File: config.mk
export PLATFORM = sky130hd
export DESIGN_NAME = reorder_buffer
export DESIGN_NICKNAME = d
export VERILOG_FILES = /design/src/rtl/reorder_buffer_pkg.sv /design/src/rtl/rob_pointer_ctrl.sv /design/src/rtl/reorder_buffer.sv
export SDC_FILE = /design/constraint.sdc
export NUM_CORES = 1
export LEC_CHECK = 0
export CAP_MARGIN = 20
export CORE_MARGIN = 2
export CORE_UTILIZATION = 32
export DETAILED_ROUTE_END_ITERATION = 6
export DONT_BUFFER_PORTS = 1
export PLACE_DENSITY_LB_ADDON = 0.15
export SLEW_MARGIN = 30
export SYNTH_ARGS = -nofsm -noshare
export SYNTH_HDL_FRONTEND = slang
export SYNTH_SLANG_ARGS = --single-unit
File: constraint.sdc
create_clock -name clk -period 7.5 [get_ports clk]
set_input_delay 1.5 -clock clk [delete_from_list [all_inputs] [get_ports clk]]
set_output_delay 1.5 -clock clk [all_outputs]
set_load 0.05 [all_outputs]
File: src/rtl/reorder_buffer_pkg.sv
// reorder_buffer_pkg: shared entry type and widths for the reorder buffer
// Register-file sizes come from NUM_D_REG / NUM_S_REG when defined elsewhere.
`ifndef NUM_D_REG
`define NUM_D_REG 32
`endif
`ifndef NUM_S_REG
`define NUM_S_REG 16
`endif
package reorder_buffer_pkg;
    localparam int ROB_DEPTH_DEFAULT = 8;
    localparam int RW = $clog2(`NUM_D_REG);
    localparam int SW = $clog2(`NUM_S_REG);
    typedef struct packed {
        logic          valid;
        logic          done;
        logic          mispredict;
        logic          use_rw;
        logic [RW-1:0] old_rw;
        logic          use_rs;
        logic [SW-1:0] old_rs;
    } rob_entry_t;
endpackage

File: src/rtl/rob_pointer_ctrl.sv
// rob_pointer_ctrl: head/tail/occupancy tracking for the reorder buffer
module rob_pointer_ctrl #(
    parameter int DEPTH = 8,
    localparam int TW = $clog2(DEPTH)
)(
    input  logic          clk,
    input  logic          n_rst,
    input  logic          alloc,
    input  logic          commit,
    input  logic          flush,
    output logic [TW-1:0] head,
    output logic [TW-1:0] tail,
    output logic [TW:0]   count,
    output logic          full
);
    assign full = count == (TW+1)'(DEPTH);
    // A flush always coincides with the mispredicting commit, so head steps past it
    always_ff @(posedge clk) begin
        if (!n_rst) begin
            head  <= '0;
            tail  <= '0;
            count <= '0;
        end else if (flush) begin
            head  <= head + 1'b1;
            tail  <= head + 1'b1;
            count <= '0;
        end else begin
            head  <= head + TW'(commit);
            tail  <= tail + TW'(alloc);
            count <= count + (TW+1)'(alloc) - (TW+1)'(commit);
        end
    end
endmodule

File: src/rtl/reorder_buffer.sv
// reorder_buffer: in-order retirement of out-of-order completions with register return
// Define ROB_PERF_EN to add commit_count / flush_count performance counters.
module reorder_buffer
    import reorder_buffer_pkg::*;
#(
    parameter int ROB_DEPTH = ROB_DEPTH_DEFAULT,
    localparam int TW = $clog2(ROB_DEPTH)
)(
    input  logic          clk,
    input  logic          n_rst,
    input  logic          alloc_valid,
    input  logic          alloc_use_rw,
    input  logic          alloc_use_rs,
    input  logic [RW-1:0] alloc_old_rw,
    input  logic [SW-1:0] alloc_old_rs,
    output logic          alloc_ready,
    output logic [TW-1:0] alloc_tag,
    input  logic          wb_valid,
    input  logic [TW-1:0] wb_tag,
    input  logic          wb_mispredict,
    output logic          commit_valid,
    output logic          return_r,
    output logic [RW-1:0] r_addr,
    output logic          return_s,
    output logic [SW-1:0] s_addr,
    output logic          flush,
    output logic [TW:0]   count
`ifdef ROB_PERF_EN
    ,
    output logic [31:0]   commit_count,
    output logic [31:0]   flush_count
`endif
);
    rob_entry_t    rob [ROB_DEPTH];
    rob_entry_t    hd;
    logic [TW-1:0] head, tail;
    logic          full, alloc;

    assign hd           = rob[head];
    assign alloc_ready  = ~full & ~flush;
    assign alloc        = alloc_valid & alloc_ready;
    assign alloc_tag    = tail;
    // Gated by reset so nothing retires on the edge that discards the buffer
    assign commit_valid = n_rst & hd.valid & hd.done;
    assign flush        = commit_valid & hd.mispredict;
    assign return_r     = commit_valid & hd.use_rw;
    assign return_s     = commit_valid & hd.use_rs;
    assign r_addr       = hd.old_rw;
    assign s_addr       = hd.old_rs;

    rob_pointer_ctrl #(.DEPTH(ROB_DEPTH)) u_ptr (
        .clk    (clk),
        .n_rst  (n_rst),
        .alloc  (alloc),
        .commit (commit_valid),
        .flush  (flush),
        .head   (head),
        .tail   (tail),
        .count  (count),
        .full   (full)
    );

    always_ff @(posedge clk) begin
        if (!n_rst || flush) begin
            for (int i = 0; i < ROB_DEPTH; i++) rob[i] <= '0;
        end else begin
            if (commit_valid) rob[head].valid <= 1'b0;
            if (wb_valid && rob[wb_tag].valid) begin
                rob[wb_tag].done       <= 1'b1;
                rob[wb_tag].mispredict <= wb_mispredict;
            end
            if (alloc)
                rob[tail] <= '{valid: 1'b1, done: 1'b0, mispredict: 1'b0,
                               use_rw: alloc_use_rw, old_rw: alloc_old_rw,
                               use_rs: alloc_use_rs, old_rs: alloc_old_rs};
        end
    end

`ifdef ROB_PERF_EN
    always_ff @(posedge clk) begin
        if (!n_rst) begin
            commit_count <= '0;
            flush_count  <= '0;
        end else begin
            commit_count <= commit_count + 32'(commit_valid);
            flush_count  <= flush_count + 32'(flush);
        end
    end
`endif
endmodule

==> flow_summary.json <==
{
  "routed_wl_um": 16800,
  "synth_simple_gate_area_share_pct": 18.3,
  "status": "complete, no violations",
  "netlist_area_um2": 5990,
  "cts_setup_buffers": 0,
  "fin_crit_sh_pct": 67.6,
  "cp_slowest_stage_delay_ns": 0.83,
  "start_kind": "flip-flop",
  "nets": 570,
  "antenna_found_initial": 0,
  "cpMaxStageDelayCell": "dfxtp_2",
  "synth_compound_area_share_pct": 10.5,
  "power_density_nw_per_um2": 283,
  "synthXorXnorAreaFrac_pct": 0.585,
  "final-seq-area_um2": 3330,
  "initial_core_util_pct": 32.3,
  "crit_fanout": 27,
  "yosysMostFrequentCell": "nor2_1",
  "final_layout_size_suffix_gt1_share_pct": 13.4,
  "max-vdd-ir-drop_mv": 0.152,
  "grt_usage_pct": 17.4,
  "multi_input_area_um2": 2420,
  "clockBufferDepth": 2,
  "final-hold-violation-count": 0,
  "rsz0062_at_grt": "false",
  "grt_pass1_vias": 4120,
  "netlist_top_cells_area": "edfxtp_1 (44%), dfxtp_1 (11%), nor2_1 (7.1%), nand2_1 (3.4%), mux4_2 (3.4%)",
  "dieArea_um2": 19800,
  "synthArstFlopShare_pct": 0,
  "slew_violations": 0,
  "num_antenna_cells": 0,
  "r2r_end": "u_ptr.count[2]$_SDFF_PP0_",
  "fmax_mhz": 197,
  "synth_top_family_by_area": "simple AND/OR/NAND/NOR gates",
  "fin_skew_ns": 0.00608,
  "cts-resized-gates": 0,
  "maxCapViolCount": 0,
  "slew_headroom_pct": 34.1,
  "core-area_um2": 18500,
  "rows": 50,
  "pin_count": 40,
  "cts_tree": "done",
  "io_buffers": 0,
  "gp_congestion": 0.864,
  "endpoint_kind": "output pin",
  "synth-seq-area-share_pct": 55.5,
  "area_growth_pct": 12.9,
  "synth.top_cells.by_count": "nor2_1 (113), edfxtp_1 (88), nand2_1 (55)",
  "synth.distinct_cells": 57,
  "clock_latency_ns": 0.41,
  "fp.dieW_um": 141,
  "clkPwrFrac_pct": 44.6,
  "vias": 4213,
  "drt-pass1-iter-count": 5,
  "crit_start": "u_ptr.head[2]$_SDFF_PN0_",
  "setup_tns_ns": 0,
  "finalPower_mw": 1.91,
  "synthFlopType": "edfxtp_1",
  "drt-initial-drc-count": 283,
  "cts_root_buffer": "clkbuf_16",
  "die_h_um": 141,
  "crit_chain": "buf_4 > nor2b_1 > a21oi_1 > nand3_1 > or2_1 > inv_1 > and3_1",
  "syn_nets": 576,
  "ys_warn_count": 0,
  "antenna_left": 0,
  "crit_path_end": "return_r",
  "p_int_mw": 1.39,
  "hp-start": "rob[5][13]$_SDFFE_PP1P_",
  "crit_type": "flip-flop to output pin",
  "synth_top_area_share_pct": 44.1,
  "grt_pass1_wl_um": 25600,
  "power_frac_comb_pct": 12.5,
  "tightest_slew_ns": 0.981,
  "rr_worst_depth": 13,
  "avgSynthCellArea_um2": 11.0,
  "pwr-share-seq_pct": 42.9,
  "grt-ovfl-total": 0,
  "drc": 0,
  "finalSetupViolCount": 0,
  "wl_per_cell_um": 21.3,
  "numCtsBuffers": 17,
  "synth-adder-area-share_pct": 2.42,
  "required_ns": 6.00,
  "grt_start_max_net_pins": 45,
  "ff2ff_setup_slack_ns": 3.47,
  "nFillCells": 1865,
  "clkTransAtPathRegs_ns": 0.06,
  "r2r-start": "u_ptr.head[0]$_SDFF_PN0_",
  "ys_ff_latch": 122,
  "syn_inst": 546,
  "p_sw_uw": 521,
  "holdCritPathClass": "flip-flop to flip-flop",
  "cts_htree_levels": 4,
  "p_sw_share_pct": 27.2,
  "fin_crit_ns": 5.07,
  "hpwl_um": 11000,
  "viasPerCell": 5.35,
  "arrival_ns": 3.57,
  "synth.mux.area_fraction_pct": 8.11,
  "synth_top_cell_by_area": "edfxtp_1",
  "cts_hold_buf": 0,
  "synth_edf_count": 88,
  "p_leak_nw": 2.44,
  "cts.sinks": 122
}
## metrics by stage
stage / util, % / setup WS (ns) / hold WS [ns] / cell area (um2) / std cells
3_3_place_gp: 33.1 / 2.62 / 0.499 / 6120 / 754
3_5_place_dp: 33.2 / 2.62 / 0.484 / 6140 / 754
4_1_cts: 36.5 / 2.38 / 0.498 / 6750 / 786
2_1_floorplan: - / 2.88 / 0.451 / 5990 / 546
6_report: 36.5 / 2.43 / 0.507 / 6760 / 787
5_1_grt: 36.5 / 2.18 / 0.527 / 6760 / 787
## state kept, by name (all words and copies together) (netlist names)
register     cells
u_ptr.head       3
rob            112
u_ptr.tail       3
u_ptr.count      4
## routing by layer
layer / track usage, % / part of all wire (%)
met1: 22.5 / 44
met2: 29.1 / 50
met3: 4.59 / 5.6
met4: 4.74 / 0.90
met5: 0 / 0
## layout make-up
type,count,area share [%]
multi-input cells,377,35.8
inverters,15,0.832
flip-flops and latches,122,49.2
well taps,234,4.33
clock buffers,19,6.40
clock inverters,13,2.59
repair buffers,7,0.832
## worst min-delay path by stage
| stage | to | slack [ns] | depth (start not counted) |
|---|---|---|---|
| 6_report | rob[5][13]$_SDFFE_PP1P_ | 0.51 | 1 |
| 4_1_cts | rob[5][13]$_SDFFE_PP1P_ | 0.50 | 1 |
| 5_1_grt | rob[5][13]$_SDFFE_PP1P_ | 0.53 | 1 |
| 3_5_place_dp | rob[5][13]$_SDFFE_PP1P_ | 0.48 | 1 |
| 2_1_floorplan | rob[7][13]$_SDFFE_PP1P_ | 0.45 | 2 |
| 3_3_place_gp | rob[5][13]$_SDFFE_PP1P_ | 0.50 | 1 |
## placed cells by master, fill, tap and decap left out, types with 4 or more instances in the layout
cell and n:
xor2_1 4, and3_1 8, o21ai_0 9, o21ai_1 4, or3_4 4, nor2b_1 8, edfxtp_1 88, bufinv_16 4
inv_1 15, and2_1 5, ha_1 10, a22o_1 5, buf_4 6, clkbuf_16 17, clkinv_2 4, a22oi_1 10
a221oi_1 4, nor2_1 113, mux4_2 9, dfxtp_1 32, mux2_2 10, nor3_1 10, nand2b_1 16, mux2i_1 17
nand2_1 55, a211oi_1 4, o22ai_1 6, nand3_1 7, a21oi_1 13
## power groups by stage
| stage | clock, mW | sequential [mW] | combinational, mW |
|---|---|---|---|
| 2_1_floorplan | 0 | 0.832 | 0.180 |
| 3_3_place_gp | 0 | 0.834 | 0.238 |
| 3_5_place_dp | 0 | 0.835 | 0.242 |
| 4_1_cts | 0.866 | 0.821 | 0.243 |
| 5_1_grt | 0.896 | 0.825 | 0.262 |
| 6_report | 0.853 | 0.821 | 0.240 |
## critical path: cells and delay by family (launching register included)
family | cells | cell delay, ns
and+or+nand+nor | 4 | 1.35
DFF | 1 | 0.83
buffers and inverters | 2 | 0.82
AOI/OAI and AO/OA | 1 | 0.14
## kinds of logic (layout without fill, tap and decap cells)
| kind of cell | count (synthesis) | after routing |
|---|---|---|
| AOI/OAI and AO/OA | 86 | 86 |
| xor gates and xnor gates | 4 | 4 |
| muxes | 36 | 36 |
| adders and majority gates | 11 | 11 |
| and+or+nand+nor | 240 | 240 |
| buffers and inverters | 47 | 54 |
| DFF | 122 | 122 |
Power figures use the tool's default switching activity.
